==> src/rtl/fp_mul_pipe.sv <==
// Pipelined IEEE-754 multiplier with valid/ready handshake, RNE rounding and {nv,of,uf,nx} flags.
// Stage 1 registers the decoded operands and raw significand product; stage 2 rounds; later stages delay.
module fp_mul_pipe #(
   parameter int EXP_W  = 8,
   parameter int MAN_W  = 23,
   parameter int STAGES = 3
) (
   input  logic                   clk,
   input  logic                   rstn,
   input  logic                   in_valid,
   output logic                   in_ready,
   input  logic [EXP_W+MAN_W:0]   a,
   input  logic [EXP_W+MAN_W:0]   b,
   output logic                   out_valid,
   input  logic                   out_ready,
   output logic [EXP_W+MAN_W:0]   y,
   output logic [3:0]             flags
);

   localparam int W  = 1 + EXP_W + MAN_W;
   localparam int PW = 2*MAN_W + 2;
   localparam int EW = EXP_W + 2;
   localparam logic signed [EW-1:0] BIAS  = EW'((1 << (EXP_W-1)) - 1);
   localparam logic signed [EW-1:0] EMAX  = EW'((1 << EXP_W) - 1);
   localparam logic signed [EW-1:0] EZERO = '0;
   localparam logic [W-1:0] QNAN = {1'b0, {EXP_W{1'b1}}, 1'b1, {(MAN_W-1){1'b0}}};

   generate
      if (STAGES < 2 || STAGES > 6) begin : g_bad_stages
         $error("fp_mul_pipe: STAGES must be in 2..6");
      end
   endgenerate

   logic                  advance;

   logic                  sa, sb;
   logic [EXP_W-1:0]      ea, eb;
   logic [MAN_W-1:0]      ma, mb;
   logic                  a_zero, b_zero, a_inf, b_inf, a_nan, b_nan, a_snan, b_snan;
   logic                  sign_in, spec_in, spec_nv_in;
   logic [W-1:0]          spec_y_in;
   logic signed [EW-1:0]  exp_in;
   logic [PW-1:0]         prod_in;

   logic                  valid1_q, valid1_d;
   logic                  spec1_q, spec1_d;
   logic                  spec_nv1_q, spec_nv1_d;
   logic [W-1:0]          spec_y1_q, spec_y1_d;
   logic                  sign1_q, sign1_d;
   logic signed [EW-1:0]  exp1_q, exp1_d;
   logic [PW-1:0]         prod1_q, prod1_d;

   logic                  msb, guard, sticky, inc, carry;
   logic [PW-2:0]         norm;
   logic [MAN_W-1:0]      mant;
   logic [MAN_W:0]        sig_r;
   logic signed [EW-1:0]  exp_r;
   logic [W-1:0]          res_rnd;
   logic [3:0]            flg_rnd;

   logic                  valid_q [2:STAGES];
   logic                  valid_d [2:STAGES];
   logic [W-1:0]          res_q   [2:STAGES];
   logic [W-1:0]          res_d   [2:STAGES];
   logic [3:0]            flg_q   [2:STAGES];
   logic [3:0]            flg_d   [2:STAGES];

   assign out_valid = valid_q[STAGES];
   assign y         = res_q[STAGES];
   assign flags     = flg_q[STAGES];
   assign advance   = out_ready | ~out_valid;
   assign in_ready  = advance;

   // Operand decode; exponent-0 inputs are treated as zero (DAZ).
   always_comb begin
      {sa, ea, ma} = a;
      {sb, eb, mb} = b;
      a_zero  = (ea == '0);
      b_zero  = (eb == '0);
      a_inf   = (ea == '1) && (ma == '0);
      b_inf   = (eb == '1) && (mb == '0);
      a_nan   = (ea == '1) && (ma != '0);
      b_nan   = (eb == '1) && (mb != '0);
      a_snan  = a_nan && !ma[MAN_W-1];
      b_snan  = b_nan && !mb[MAN_W-1];
      sign_in = sa ^ sb;

      spec_in    = 1'b0;
      spec_nv_in = 1'b0;
      spec_y_in  = QNAN;
      if (a_nan || b_nan) begin
         spec_in    = 1'b1;
         spec_nv_in = a_snan || b_snan;
      end else if ((a_inf && b_zero) || (a_zero && b_inf)) begin
         spec_in    = 1'b1;
         spec_nv_in = 1'b1;
      end else if (a_inf || b_inf) begin
         spec_in   = 1'b1;
         spec_y_in = {sign_in, {EXP_W{1'b1}}, {MAN_W{1'b0}}};
      end else if (a_zero || b_zero) begin
         spec_in   = 1'b1;
         spec_y_in = {sign_in, {(W-1){1'b0}}};
      end

      exp_in  = EW'(ea) + EW'(eb) - BIAS;
      prod_in = PW'({1'b1, ma}) * PW'({1'b1, mb});
   end

   // Normalise, round to nearest even, then range-check the post-round exponent.
   always_comb begin
      msb    = prod1_q[PW-1];
      norm   = msb ? prod1_q[PW-2:0] : {prod1_q[PW-3:0], 1'b0};
      mant   = norm[PW-2 -: MAN_W];
      guard  = norm[MAN_W];
      sticky = |norm[MAN_W-1:0];
      inc    = guard & (sticky | mant[0]);
      sig_r  = {1'b0, mant} + {{MAN_W{1'b0}}, inc};
      carry  = sig_r[MAN_W];
      exp_r  = exp1_q + EW'(msb) + EW'(carry);

      // On a round carry the low mantissa bits are already zero, i.e. 1.0 at the bumped exponent.
      res_rnd = {sign1_q, exp_r[EXP_W-1:0], sig_r[MAN_W-1:0]};
      flg_rnd = {3'b000, guard | sticky};
      if (spec1_q) begin
         res_rnd = spec_y1_q;
         flg_rnd = {spec_nv1_q, 3'b000};
      end else if (exp_r >= EMAX) begin
         res_rnd = {sign1_q, {EXP_W{1'b1}}, {MAN_W{1'b0}}};
         flg_rnd = 4'b0101;
      end else if (exp_r <= EZERO) begin
         res_rnd = {sign1_q, {(W-1){1'b0}}};
         flg_rnd = 4'b0011;
      end
   end

   // Whole pipe shifts together (bubbles included) or holds together.
   always_comb begin
      valid1_d   = valid1_q;
      spec1_d    = spec1_q;
      spec_nv1_d = spec_nv1_q;
      spec_y1_d  = spec_y1_q;
      sign1_d    = sign1_q;
      exp1_d     = exp1_q;
      prod1_d    = prod1_q;
      for (int k = 2; k <= STAGES; k++) begin
         valid_d[k] = valid_q[k];
         res_d[k]   = res_q[k];
         flg_d[k]   = flg_q[k];
      end
      if (advance) begin
         valid1_d   = in_valid;
         spec1_d    = spec_in;
         spec_nv1_d = spec_nv_in;
         spec_y1_d  = spec_y_in;
         sign1_d    = sign_in;
         exp1_d     = exp_in;
         prod1_d    = prod_in;
         valid_d[2] = valid1_q;
         res_d[2]   = res_rnd;
         flg_d[2]   = flg_rnd;
         for (int k = 3; k <= STAGES; k++) begin
            valid_d[k] = valid_q[k-1];
            res_d[k]   = res_q[k-1];
            flg_d[k]   = flg_q[k-1];
         end
      end
   end

   always_ff @(posedge clk) begin
      if (!rstn) begin
         valid1_q   <= 1'b0;
         spec1_q    <= 1'b0;
         spec_nv1_q <= 1'b0;
         spec_y1_q  <= '0;
         sign1_q    <= 1'b0;
         exp1_q     <= '0;
         prod1_q    <= '0;
         for (int k = 2; k <= STAGES; k++) begin
            valid_q[k] <= 1'b0;
            res_q[k]   <= '0;
            flg_q[k]   <= '0;
         end
      end else begin
         valid1_q   <= valid1_d;
         spec1_q    <= spec1_d;
         spec_nv1_q <= spec_nv1_d;
         spec_y1_q  <= spec_y1_d;
         sign1_q    <= sign1_d;
         exp1_q     <= exp1_d;
         prod1_q    <= prod1_d;
         for (int k = 2; k <= STAGES; k++) begin
            valid_q[k] <= valid_d[k];
            res_q[k]   <= res_d[k];
            flg_q[k]   <= flg_d[k];
         end
      end
   end

endmodule

==> config.mk <==
export PLATFORM = sky130hd
export DESIGN_NAME = fp_mul_pipe
export DESIGN_NICKNAME = d
export VERILOG_FILES = /design/src/rtl/fp_mul_pipe.sv
export SDC_FILE = /design/constraint.sdc
export NUM_CORES = 2
export LEC_CHECK = 0
export BUFFER_PORTS_ARGS = -buffer_cell sky130_fd_sc_hd__buf_2
export CORE_UTILIZATION = 45
export DETAILED_ROUTE_END_ITERATION = 16
export GPL_ROUTABILITY_DRIVEN = 0
export PLACE_DENSITY = 0.69
export RECOVER_POWER = 25
export SYNTH_ARGS = -nofsm -noshare
export SYNTH_HDL_FRONTEND = slang
export SYNTH_SLANG_ARGS = --single-unit
==> constraint.sdc <==
create_clock -name clk -period 28.7 [get_ports clk]
set_input_delay 8.61 -clock clk [delete_from_list [all_inputs] [get_ports clk]]
set_output_delay 8.61 -clock clk [all_outputs]
set_load 0.05 [all_outputs]
# After elaboration in Yosys (flattened, before gate mapping)

Memory sizes are Yosys's and may differ from the RTL's.
Index checks and enable logic that the tools add are counted.

Output and inout bits: 38
Input bits: 68
RAM bits: 74
Word-level logic and storage cells: 82
Register bits after elaboration: 94
Memories kept: 3

Bitwise operators: 12
Magnitude comparators: 2
Add/subtract/negate cells: 5
Equality and inequality tests: 2
Muxes and demuxes: 28
Reductions and logical operators: 22
$mul: 1

Memories:

| name    | words | width | rd ports | clocked after Yosys merged registers in | write ports | RTL line | source |
|---|---|---|---|---|---|---|---|
| res_q   | 2     | 32    | 2        | 0                                       | 2           | 63       | `logic [W-1:0] res_q [2:STAGES];` |
| flg_q   | 2     | 4     | 2        | 0                                       | 2           | 65       | `logic [3:0] flg_q [2:STAGES];` |
| valid_q | 2     | 1     | 2        | 0                                       | 2           | 61       | `logic valid_q [2:STAGES];` |

Operators with widths:

| kind                                                                               | count |
|---|---|
| 32-bit two-way mux                                                                 | 7 |
| 64-bit two-way mux                                                                 | 1 |
| 31-bit two-way mux                                                                 | 2 |
| 24-bit by 24-bit multiplier with 48-bit output                                     | 1 |
| 47-bit two-way mux                                                                 | 1 |
| 23-bit logical NOT                                                                 | 2 |
| 23-bit nonzero test                                                                | 2 |
| 23-bit by 1-bit adder with 24-bit output                                           | 1 |
| 23-bit OR reduction                                                                | 1 |
| 10-bit by 1-bit adder with 10-bit output                                           | 2 |
| 8-bit equality test (second input constant)                                        | 2 |
| 8-bit logical NOT                                                                  | 2 |
| 4-bit two-way mux                                                                  | 3 |
| 10-bit by 9-bit >= comparator with 1-bit output (second input constant)            | 1 |
| 10-bit by 1-bit less-or-equal comparator with 1-bit output (second input constant) | 1 |
| 1-bit two-way mux                                                                  | 10 |
| 9-bit by 7-bit subtractor with 10-bit output (second input constant)               | 1 |
| 8-bit by 8-bit adder with 9-bit output                                             | 1 |
| 1-bit OR                                                                           | 9 |
| 1-bit logical AND                                                                  | 8 |
| 8-bit two-way mux                                                                  | 1 |
| 1-bit logical OR                                                                   | 5 |
| 2-bit two-way mux                                                                  | 2 |
| 3-bit two-way mux                                                                  | 1 |
| 4 further kinds                                                                    | 5 |

# Longest topological paths before layout

Depth in word-level cells: 12
Gate-level depth with buffers: 27
Gate-level depth less buffers: 25

# Worst setup path after synthesis

OpenSTA, ideal clock, no wires.

Path type: input to output
Start: input out_ready
End: output in_ready
Data arrival time: 9.766 ns
Slack: 10.324 ns
Path buffers: 2
Data required time: 20.090 ns
Stages: 4
Cell sequence: nor2b_1 > inv_1 > buf_1 > clkbuf_1

Word-level cells in the longest chain between the ends: 1

RTL lines:

| what        | RTL line | source |
|---|---|---|
| from (decl) | 15       | `input logic out_ready,` |
| 1-bit OR    | 71       | `assign advance = out_ready \| ~out_valid;` |
| to (decl)   | 11       | `output logic in_ready,` |

Every way passes these cells.

# Worst setup path in the final report

Ends and elaborated chain as after synthesis.

==> flow_summary_export.csv <==
group,metric,value,unit
global_routing,grt_pass1_vias,21200,
synthesis,synth_area,0.0257,sq mm
status,status,"finished with violations",
placed_design,dp.cells,3706,
sta,rsz0062_at_grt,"false",
clock_network,clk_latency,0.42,ns
run,max_cap_viol_count,2,
min_path,min_path_cells,2,
synthesis,synth_area_leader_cell,"fa_1",
sta,slew_headroom,-1.71,
synthesis,synth_ff_type,"dfxtp_1",
routing,antenna_left,0,
global_routing,grt_max_degree,109,
clock_network,clock_path_buffers,2,
clock_network,hold_buffers,0,
die,die-height,241,um
critical_path,worst-r2r-cell-count,5,
critical_path,start_kind,"primary input",
sta,period_share,0.713,
sta,min_period,20.48,ns
die,initial_core_util,0.455,
critical_path,end_kind,"primary output",
clock_network,cts_sinks,139,
die,io_pins,106,
sta,skew,0.0230,ns
synthesis,synth_top_area_frac,0.377,
synthesis,yosysMostFrequentCell,"inv_1",
routing,avgViaCountPerCell,5.32,
routing,routed-via-count,19900,
finish,synthToLayoutAreaGrowth,4.68,%
synthesis,syn_nets,3779,
min_path,hp-class,"reg -> reg",
critical_path,critPathKind,"in -> out",
sta,fmax,48.8,MHz
finish,regArea,0.00278,sq mm
routing,drtIter0Drc,1271,
routing,detailedRoute.firstPassIterationCount,11,
clock_network,htree_num_levels,4,
finish,fillCellCount,5581,
synthesis,synth.avg_cell_area,8.46,sq um
routing,wirelength,66600,um
sta,maxSlewViolCount,143,
sta,tightest_slew,4.07,ns
synthesis,synth_cells,3036,
synthesis,ys_warn_count,0,
routing,drc_errors,2,
sta,hold_viol_final,0,
synthesis,yosys-top-cells-area,"fa_1 (38%), dfxtp_1 (11%), ha_1 (9.3%)",
critical_path,cp.required,20.09,ns
clock_network,cts_tree,"done",
placed_design,dp_hpwl,49100,um
synthesis,synth_edf_count,0,
global_routing,overflow,0,
clock_network,cts_resized,0,
synthesis,synthArstFlopShare,0,
routing,wl_per_cell,17.8,um
clock_network,cts-root-buf,"clkbuf_16",
global_routing,grt_antenna_before_repair,5,
sta,setup_viol,0,
sta,fin_tns_setup,0,ns
clock_network,cts.clk_slew.worst_paths,0.06,ns
die,die_area,0.0580,sq mm
global_routing,track_usage,0.244,
synthesis,synth-seq-cells,139,
die,core_area,0.0564,sq mm
status,violations,"design-rule violations, max-capacitance violations, max-slew violations",
global_routing,grt_pass1_wl,110000,um
critical_path,critPathMaxFanout,58,
synthesis,synth.distinct_cells,68,
critical_path,arrival,11.87,ns
finish,layout-drive-gt1-share,0.0423,
placed_design,port_buffers,105,
finish,layout.nets,3712,
die,dieWidth,241,um
die,rows,87,
synthesis,yosysSeqAreaShare,0.108,
finish,multi_input_area,0.0197,sq mm
clock_network,numCtsBuffers,17,
clock_network,post_cts_buffers,0,
synthesis,ys_top_cells_by_count,"inv_1 (601), fa_1 (484), nand2_1 (467)",
finish,layoutNonFillerInstCount,3741,
routing by layer:
metal | share of wire | up-vias | global-route usage
met3 | 0.056 | 180 | 0.0339
met4 | 0.041 | 4 | 0.0970
met5 | 0.00027 | - | 0
met2 | 0.49 | 563 | 0.424
met1 | 0.41 | 10000 | 0.306
li1 | - | 9138 | -
registers in the layout (all words and copies together), names as in the netlist:
signal,count
valid1_q,1
prod1_q,48
valid_q,2
sign1_q,1
flg_q,8
spec_y1_q,3
spec1_q,1
exp1_q,10
res_q,64
spec_nv1_q,1
cells in the final DEF, fill, tap and decap left out, drive strengths merged, types with 23 or more instances in the layout:
cell type,synthesis,layout
and2,251,251
a211oi,23,23
a21oi,153,153
xnor2,39,39
nand2,467,467
nand4,24,24
nand3,35,35
dfxtp,139,139
o21ai,40,40
clkbuf,147,60
nor2,117,117
fa,484,484
buf,50,71
ha,191,191
inv,601,604
through the flow:
stage               area [sq um]  hold slack [ns]  setup slack (ns)  utilization
floorplan                  25700            0.432             10.32            -
finish                     26900            0.450              8.22        0.477
global placement           26300            0.438              9.64        0.467
CTS                        26900            0.448              9.64        0.478
global route               26900            0.462              7.80        0.477
detailed placement         26300            0.441              9.63        0.467
kinds of logic (layout without fill, tap and decap cells):
family,count (synthesis),after routing,synth area share
simple gates,1000,1000,0.187
flops,139,139,0.108
compound gates,344,344,0.0844
buf+inv,802,748,0.123
other cells,0,3,0
mux,19,19,0.00775
xor+xnor,57,57,0.0194
fa+ha+maj,675,675,0.470
worst max-delay path: stages:
cell and delay, ns:
clkbuf_1 0.10, nor2b_4 0.10, clkbuf_1 1.29, clkinv_2 1.23
buf_2 0.51
final timing paths:
kind                 start            to  slack (ns)
min reg2reg    flg_q[1][6]   flg_q[1][6]        0.45
max              out_ready      in_ready        8.22
min            flg_q[1][6]   flg_q[1][6]        0.45
max reg2reg  valid_q[1][1]  res_q[1][26]       23.19
layout make-up:
cell class / instances / area share
clock inverter: 12 / 0.00601
multi-input combinational: 2095 / 0.734
tap: 756 / 0.0352
timing repair buffer: 111 / 0.0192
sequential: 139 / 0.104
inverter: 605 / 0.0846
clock buffer: 20 / 0.0170
antenna: 3 / 0.000279
Power is left out: the tool's default activity adds up to more than one toggle a clock period on the data nets, which glitch-free logic cannot reach.
